**src/rtl/spi_slave_control_if.sv**
```systemverilog
// rtl/spi_slave_control_if.sv - SPI pin bundle between an external master and spi_slave_control
interface spi_slave_control_if;
  logic SPI_SCLK;
  logic SPI_SS_N;
  logic SPI_MOSI;
  logic SPI_MISO;
  logic SPI_MISO_OE;

  modport slave (
    input  SPI_SCLK,
    input  SPI_SS_N,
    input  SPI_MOSI,
    output SPI_MISO,
    output SPI_MISO_OE
  );

  modport master (
    output SPI_SCLK,
    output SPI_SS_N,
    output SPI_MOSI,
    input  SPI_MISO,
    input  SPI_MISO_OE
  );
endinterface

```
**src/rtl/spi_slave_control.sv**
```systemverilog
// rtl/spi_slave_control.sv - SPI slave word engine with oversampled SCLK/SS_N/MOSI
// Optional SPI_SLAVE_ECHO_EN: each word transmits the previously received word.
module spi_slave_control #(
  parameter int DATA_WIDTH  = 8,
  parameter bit CPOL        = 1'b0,
  parameter bit CPHA        = 1'b0,
  parameter int SYNC_STAGES = 2
) (
  input  logic                  I_CLK,
  input  logic                  I_RESETN,
  spi_slave_control_if.slave    spi,
  input  logic [DATA_WIDTH-1:0] data_to_master,
  output logic [DATA_WIDTH-1:0] data_from_master,
  output logic                  successfully,
  output logic                  frame_err,
  output logic                  busy
);
  localparam int CNT_W = $clog2(DATA_WIDTH) + 1;
  localparam logic [CNT_W-1:0] LAST_BIT = CNT_W'(DATA_WIDTH - 1);

  localparam logic [1:0] IDLE  = 2'd0;
  localparam logic [1:0] LOAD  = 2'd1;
  localparam logic [1:0] SHIFT = 2'd2;
  localparam logic [1:0] DONE  = 2'd3;

  logic [1:0]             state;
  logic [SYNC_STAGES-1:0] sclk_sync, ss_sync, mosi_sync;
  logic                   sclk_d, ss_d;
  logic                   sclk_s, ss_s, mosi_s;
  logic                   lead_edge, trail_edge, sample_edge, drive_edge, ss_fall;
  logic [DATA_WIDTH-1:0]  tx_shift, rx_shift, load_word;
  logic [CNT_W-1:0]       bit_cnt;

  assign sclk_s = sclk_sync[SYNC_STAGES-1];
  assign ss_s   = ss_sync[SYNC_STAGES-1];
  assign mosi_s = mosi_sync[SYNC_STAGES-1];

  assign lead_edge   = (sclk_s != CPOL) && (sclk_d == CPOL);
  assign trail_edge  = (sclk_s == CPOL) && (sclk_d != CPOL);
  assign sample_edge = CPHA ? trail_edge : lead_edge;
  assign drive_edge  = CPHA ? lead_edge : trail_edge;
  assign ss_fall     = !ss_s && ss_d;
  assign busy        = (state != IDLE);

`ifdef SPI_SLAVE_ECHO_EN
  assign load_word = data_from_master;
`else
  assign load_word = data_to_master;
`endif

  // SS_N synchroniser resets to "selected" so a select held low across reset
  // produces no falling edge; a fresh high-then-low is needed to start a frame.
  always_ff @(posedge I_CLK or negedge I_RESETN) begin
    if (!I_RESETN) begin
      sclk_sync <= {SYNC_STAGES{CPOL}};
      ss_sync   <= '0;
      mosi_sync <= '0;
      sclk_d    <= CPOL;
      ss_d      <= 1'b0;
    end else begin
      sclk_sync <= {sclk_sync[SYNC_STAGES-2:0], spi.SPI_SCLK};
      ss_sync   <= {ss_sync[SYNC_STAGES-2:0], spi.SPI_SS_N};
      mosi_sync <= {mosi_sync[SYNC_STAGES-2:0], spi.SPI_MOSI};
      sclk_d    <= sclk_s;
      ss_d      <= ss_s;
    end
  end

  always_ff @(posedge I_CLK or negedge I_RESETN) begin
    if (!I_RESETN) begin
      state            <= IDLE;
      tx_shift         <= '0;
      rx_shift         <= '0;
      bit_cnt          <= '0;
      spi.SPI_MISO     <= 1'b0;
      spi.SPI_MISO_OE  <= 1'b0;
      data_from_master <= '0;
      successfully     <= 1'b0;
      frame_err        <= 1'b0;
    end else begin
      successfully <= 1'b0;
      frame_err    <= 1'b0;
      case (state)
        IDLE: begin
          spi.SPI_MISO_OE <= 1'b0;
          if (ss_fall) state <= LOAD;
        end
        LOAD: begin
          tx_shift        <= load_word;
          bit_cnt         <= '0;
          spi.SPI_MISO_OE <= 1'b1;
          if (!CPHA) spi.SPI_MISO <= load_word[DATA_WIDTH-1];
          state           <= SHIFT;
        end
        SHIFT: begin
          // Deselect takes priority over a coincident sample edge.
          if (ss_s) begin
            state           <= IDLE;
            spi.SPI_MISO_OE <= 1'b0;
            if (bit_cnt != '0) frame_err <= 1'b1;
          end else begin
            if (sample_edge) begin
              rx_shift <= {rx_shift[DATA_WIDTH-2:0], mosi_s};
              bit_cnt  <= bit_cnt + CNT_W'(1);
              if (bit_cnt == LAST_BIT) begin
                data_from_master <= {rx_shift[DATA_WIDTH-2:0], mosi_s};
                successfully     <= 1'b1;
                state            <= DONE;
              end
            end
            // In mode CPHA=0 the MSB is already on the pin from LOAD, so the
            // trailing edge before the first sample must not advance the shifter.
            if (drive_edge && (CPHA || bit_cnt != '0)) begin
              spi.SPI_MISO <= CPHA ? tx_shift[DATA_WIDTH-1] : tx_shift[DATA_WIDTH-2];
              tx_shift     <= tx_shift << 1;
            end
          end
        end
        default: begin
          if (ss_s) begin
            state           <= IDLE;
            spi.SPI_MISO_OE <= 1'b0;
          end else begin
            state <= LOAD;
          end
        end
      endcase
    end
  end
endmodule

```
**src/flat_wrapper.sv**
```systemverilog
// flat-port wrapper written by rule: the top's interface ports become plain ports
module spi_slave_control_flat 
#(
  parameter int DATA_WIDTH  = 8,
  parameter bit CPOL        = 1'b0,
  parameter bit CPHA        = 1'b0,
  parameter int SYNC_STAGES = 2
)
  (I_CLK, I_RESETN, data_to_master, data_from_master, successfully, frame_err, busy, spi_SPI_SCLK, spi_SPI_SS_N, spi_SPI_MOSI, spi_SPI_MISO, spi_SPI_MISO_OE);
  spi_slave_control_if spi_i ();
  input  logic I_CLK;
  input  logic I_RESETN;
  input  logic [DATA_WIDTH-1:0] data_to_master;
  output logic [DATA_WIDTH-1:0] data_from_master;
  output logic successfully;
  output logic frame_err;
  output logic busy;
  input wire logic [$bits(spi_i.SPI_SCLK)-1:0] spi_SPI_SCLK;
  input wire logic [$bits(spi_i.SPI_SS_N)-1:0] spi_SPI_SS_N;
  input wire logic [$bits(spi_i.SPI_MOSI)-1:0] spi_SPI_MOSI;
  output wire logic [$bits(spi_i.SPI_MISO)-1:0] spi_SPI_MISO;
  output wire logic [$bits(spi_i.SPI_MISO_OE)-1:0] spi_SPI_MISO_OE;
  assign spi_i.SPI_SCLK = spi_SPI_SCLK;
  assign spi_i.SPI_SS_N = spi_SPI_SS_N;
  assign spi_i.SPI_MOSI = spi_SPI_MOSI;
  assign spi_SPI_MISO = spi_i.SPI_MISO;
  assign spi_SPI_MISO_OE = spi_i.SPI_MISO_OE;
  spi_slave_control #(.DATA_WIDTH(DATA_WIDTH), .CPOL(CPOL), .CPHA(CPHA), .SYNC_STAGES(SYNC_STAGES)) u_core (.I_CLK(I_CLK), .I_RESETN(I_RESETN), .spi(spi_i), .data_to_master(data_to_master), .data_from_master(data_from_master), .successfully(successfully), .frame_err(frame_err), .busy(busy));
endmodule
```
**config.mk**
```make
export PLATFORM = sky130hd
export DESIGN_NAME = spi_slave_control_flat
export DESIGN_NICKNAME = d
export VERILOG_FILES = /design/src/rtl/spi_slave_control_if.sv /design/src/rtl/spi_slave_control.sv /design/src/flat_wrapper.sv
export SDC_FILE = /design/constraint.sdc
export NUM_CORES = 1
export LEC_CHECK = 0
export CAP_MARGIN = 15
export CELL_PAD_IN_SITES_DETAIL_PLACEMENT = 0
export CELL_PAD_IN_SITES_GLOBAL_PLACEMENT = 1
export CORE_MARGIN = 1.5
export CORE_UTILIZATION = 45
export DETAILED_ROUTE_END_ITERATION = 8
export DONT_BUFFER_PORTS = 1
export PLACE_DENSITY = 0.77
export RECOVER_POWER = 100
export SYNTH_ARGS = -nofsm -noshare
export SYNTH_HDL_FRONTEND = slang
export SYNTH_SLANG_ARGS = --single-unit
```
**constraint.sdc**
```tcl
create_clock -name I_CLK -period 1.65 [get_ports I_CLK]
set_input_delay 0.33 -clock I_CLK [delete_from_list [all_inputs] [get_ports I_CLK]]
set_output_delay 0.33 -clock I_CLK [all_outputs]
set_load 0.1 [all_outputs]
```
==> load_flow_metrics.sql <==
INSERT INTO impl_metrics (metric_group, metric, value, unit) VALUES
('run_status', 'outcome', 'finished, final reports clean', ''),
('logic_synthesis', 'synth.distinct_cells', '30', ''),
('power_and_ir_drop', 'leakage', '1.044', 'nW'),
('route', 'wire_length_after_detailed_routing', '3.295', 'mm'),
('cells_and_area', 'post-route-util', '59.16', '%'),
('worst_hold_path', 'hp-class', 'primary input to register', ''),
('cts', 'cts_root_buffer', 'clkbuf_8', ''),
('cells_and_area', 'ff_latch_area', '1003', 'µm²'),
('setup_path', 'critPathCaptureType', 'output pin', ''),
('cells_and_area', 'fraction_of_final_layout_cells_with_drive_strength_greater_than_1', '42.26', '%'),
('global_routing', 'antenna_found_initial', '0', ''),
('floorplan', 'chipHeight', '65.10', 'µm'),
('floorplan', 'die_width', '65.10', 'µm'),
('route', 'drtIter0Drc', '75', ''),
('logic_synthesis', 'synth_area_per_inst', '12.85', 'µm²'),
('cells_and_area', 'multiInputGateArea', '739.5', 'µm²'),
('cts', 'cts_buffer_depth', '2', ''),
('setup_path', 'cell_with_the_largest_stage_delay_on_the_worst_path', 'dfrtp_2', ''),
('flow_run', 'maxCapViolations', '0', ''),
('logic_synthesis', 'synth.yosys.seq_area_share', '57.68', '%'),
('cells_and_area', 'layout-area-overhead-vs-synth', '25.74', '%'),
('timing', 'timing.max_slew.rel_slack', '80.65', '%'),
('logic_synthesis', 'postSynthCellCount', '135', ''),
('setup_path', 'timing.critical_path.cells', 'inv_2 > ha_2 > inv_1 > buf_12', ''),
('route', 'antenna_violating_nets_post_route', '0', ''),
('global_routing', 'grt_first_pass_wirelength', '5.202', 'mm'),
('floorplan', 'floorplan.io_pins', '26', ''),
('setup_path', 'timing.critical_path.buf_inv', '3', ''),
('timing', 'worstMarginPinSlew', '0.2903', 'ns'),
('global_routing', 'global_route_overflow', '0', ''),
('route', 'detail_route.drc_violations', '0', ''),
('floorplan', 'floorplan.initialDensity', '47.05', '%'),
('cts', 'cts_tree', 'built', ''),
('setup_path', 'cp_slowest_stage_delay', '0.46', 'ns'),
('logic_synthesis', 'syn-num-nets', '154', ''),
('setup_path', 'cp_data_arrival_time', '1.27', 'ns'),
('cts', 'clk_pin_slew', '0.08', 'ns'),
('timing', 'final.min_clock_period', '1.604', 'ns'),
('logic_synthesis', 'yosys_warnings', '0', ''),
('route', 'wire_per_inst', '15.25', 'µm'),
('logic_synthesis', 'postSynthRegisterBits', '40', ''),
('cts', 'tritoncts_buffers', '5', ''),
('timing', 'skew', '0.004746', 'ns'),
('cts', 'clk_latency', '0.29', 'ns'),
('global_routing', 'global_route.usage.total', '16.72', '%'),
('power_and_ir_drop', 'fin_total_pwr', '3.780', 'mW'),
('cts', 'cts_num_sinks', '40', ''),
('timing', 'setup_viol', '0', ''),
('global_routing', 'via_count_of_the_first_global_routing_pass', '1094', ''),
('logic_synthesis', 'synth_area', '1735', 'µm²'),
('place', 'port_buffers', '0', ''),
('power_and_ir_drop', 'p_per_area', '1732', 'nW/µm²'),
('route', 'drt_first_pass_iters', '4', ''),
('place', 'post-dp-hpwl', '2.232', 'mm'),
('floorplan', 'core_area', '3689', 'µm²'),
('setup_path', 'crit_required', '1.32', 'ns'),
('timing', 'timing.final.hold_violations', '0', ''),
('timing', 'timing.final.crit_share', '97.21', '%'),
('setup_path', 'path_max_fanout', '5', ''),
('power_and_ir_drop', 'ir_worst_vdd', '0.9347', 'mV'),
('floorplan', 'die_outline_area', '4238', 'µm²'),
('timing', 'timing.final.max_slew_violations', '0', ''),
('cells_and_area', 'fillerInstances', '313', ''),
('setup_path', 'crit_path_start_kind', 'register', ''),
('timing', 'unrepaired_setup_endpoints_after_global_routing', 'false', ''),
('cells_and_area', 'antenna_cells', '0', ''),
('global_routing', 'grt_max_degree', '41', ''),
('setup_path', 'cp_top_family', 'flip-flops', ''),
('cells_and_area', 'nNetsFinal', '186', ''),
('route', 'route.vias.total', '1141', ''),
('route', 'viasPerCell', '5.282', ''),
('setup_path', 'criticalPathCategory', 'register to output pin', ''),
('cts', 'h-tree-depth', '2', ''),
('place', 'gp_congestion', '0.7983', ''),
('timing', 'timing.fmax', '623.4', 'MHz'),
('floorplan', 'floorplan.rows', '22', '');
[cells in the mapped netlist (all sizes together)]
cell type	instances	share of area, %
a31o	1	0.50
o21ai	5	1.9
ha	6	4.3
a32o	1	0.58
or4	1	0.43
a32oi	1	0.50
a31oi	7	2.5
a221oi	1	0.50
nand3	4	1.2
and3	1	0.36
nor3b	2	1.2
nand2b	3	1.2
mux2i	9	5.2
inv	8	1.7
mux2	17	11
dfrtp	40	58
nor3	2	1.2
nor2	2	0.58
a21oi	8	2.3
nor4	1	0.36
buf	3	1.0
a21boi	1	0.43
nand3b	1	1.2
nand2	10	2.2
[metrics by stage]
step / cell area [µm²] / hold slack [ns] / worst slack [ns] / TNS, ns / instances
detailed placement: 1976 / 0.03582 / -0.05453 / -0.1235 / 203
global route: 2182 / 0.03966 / 0.001404 / 0 / 216
finish: 2182 / 0.05944 / 0.04600 / 0 / 216
floorplan: 1735 / 0.03441 / -0.006737 / -0.04914 / 135
global placement: 1976 / 0.03568 / 0.05249 / 0 / 203
CTS: 2130 / 0.04996 / -0.01836 / -0.02129 / 215
[placed cells by master (no fill, tap or decap), types with 2 or more instances in the layout]
cell      netlist  routed
a21oi_1         8       8
nand2b_1        2       2
buf_12          0       3
mux2i_1         9       9
nand3_1         4       4
buf_6           0       2
dfrtp_1        40      38
nor3b_2         1       2
buf_4           1      21
inv_1           8       6
o21ai_2         2       2
nand2_1        10       9
clkbuf_8        0       6
a31oi_1         7       7
ha_1            6       3
ha_2            0       2
inv_2           0       2
dfrtp_2         0       2
mux2_2         17      17
o21ai_0         3       3
[registers in the layout, indices dropped and copies added (netlist names), 2 cells and up]
| register | count |
|---|---|
| u_core.bit_cnt | 4 |
| u_core.data_from_master | 8 |
| u_core.mosi_sync | 2 |
| u_core.rx_shift | 7 |
| u_core.sclk_sync | 2 |
| u_core.ss_sync | 2 |
| u_core.state | 2 |
| u_core.tx_shift | 7 |
[worst paths after layout]
path | depth (start not counted) | start | end | slack, ns
min in group asynchronous | 2 | I_RESETN | u_core.successfully$_DFF_PN0_ | 0.48
worst max register to register | 5 | u_core.state[1]$_DFFE_PN0P_ | u_core.state[0]$_DFFE_PN0P_ | 0.05
worst min-delay path | 0 | spi_SPI_SCLK | u_core.sclk_sync[0]$_DFF_PN0_ | 0.06
max in group asynchronous | 2 | I_RESETN | u_core.ss_sync[1]$_DFF_PN0_ | 0.95
worst min register to register | 0 | u_core.ss_sync[0]$_DFF_PN0_ | u_core.ss_sync[1]$_DFF_PN0_ | 0.35
worst max-delay path | 4 | u_core.state[1]$_DFFE_PN0P_ | busy | 0.05
[power by group]
part | switching [mW] | internal (mW)
sequential | 0.134 | 1.18
clock | 0.343 | 0.340
combinational | 1.04 | 0.737
[timing repair]
item                                    CTS  global route
endpoints found under the setup margin   10            19
buffers inserted                          2             0
endpoints found under the hold margin    40             0
gates resized for setup                   3            14
hold buffers                              2             0
gates cloned                              0             1
pin swaps                                 0             1
[per-layer routing]
| metal | wire, µm | up-vias | global-route usage, % |
|---|---|---|---|
| met1 | 1454 | 563 | 21.15 |
| met2 | 1625 | 24 | 26.42 |
| li1 | - | 548 | - |
| met5 | 0 | - | 0 |
| met3 | 173 | 6 | 6.678 |
| met4 | 42 | 0 | 5.469 |
[worst reg2reg max path: cells and delay by family (launching register included)]
kind	cells	cell delay, ns
buf+inv	1	0.14
flops	1	0.46
simple gates	1	0.16
compound gates	2	0.56
fa+ha+maj	1	0.20
[kinds of logic (layout without fill, tap and decap cells)]
family                   after synthesis  count (layout)  synth area share, %
adder cells (fa/ha/maj)                6               6                4.326
AO/OA/AOI/OAI                         25              25                9.229
AND/OR/NAND/NOR                       27              27                9.806
buffers and inverters                 11              44                2.740
flip-flops                            40              40                57.68
multiplexers                          26              26                16.22
[final cells by class]
cell class,instances,area share (%)
clock buffer,7,3.956
clock inverter,1,0.3440
inverter,8,1.376
multi-input combinational,84,33.89
sequential,40,45.99
tap,48,2.752
timing repair buffer,28,11.70
Power figures use the tool's default switching activity.
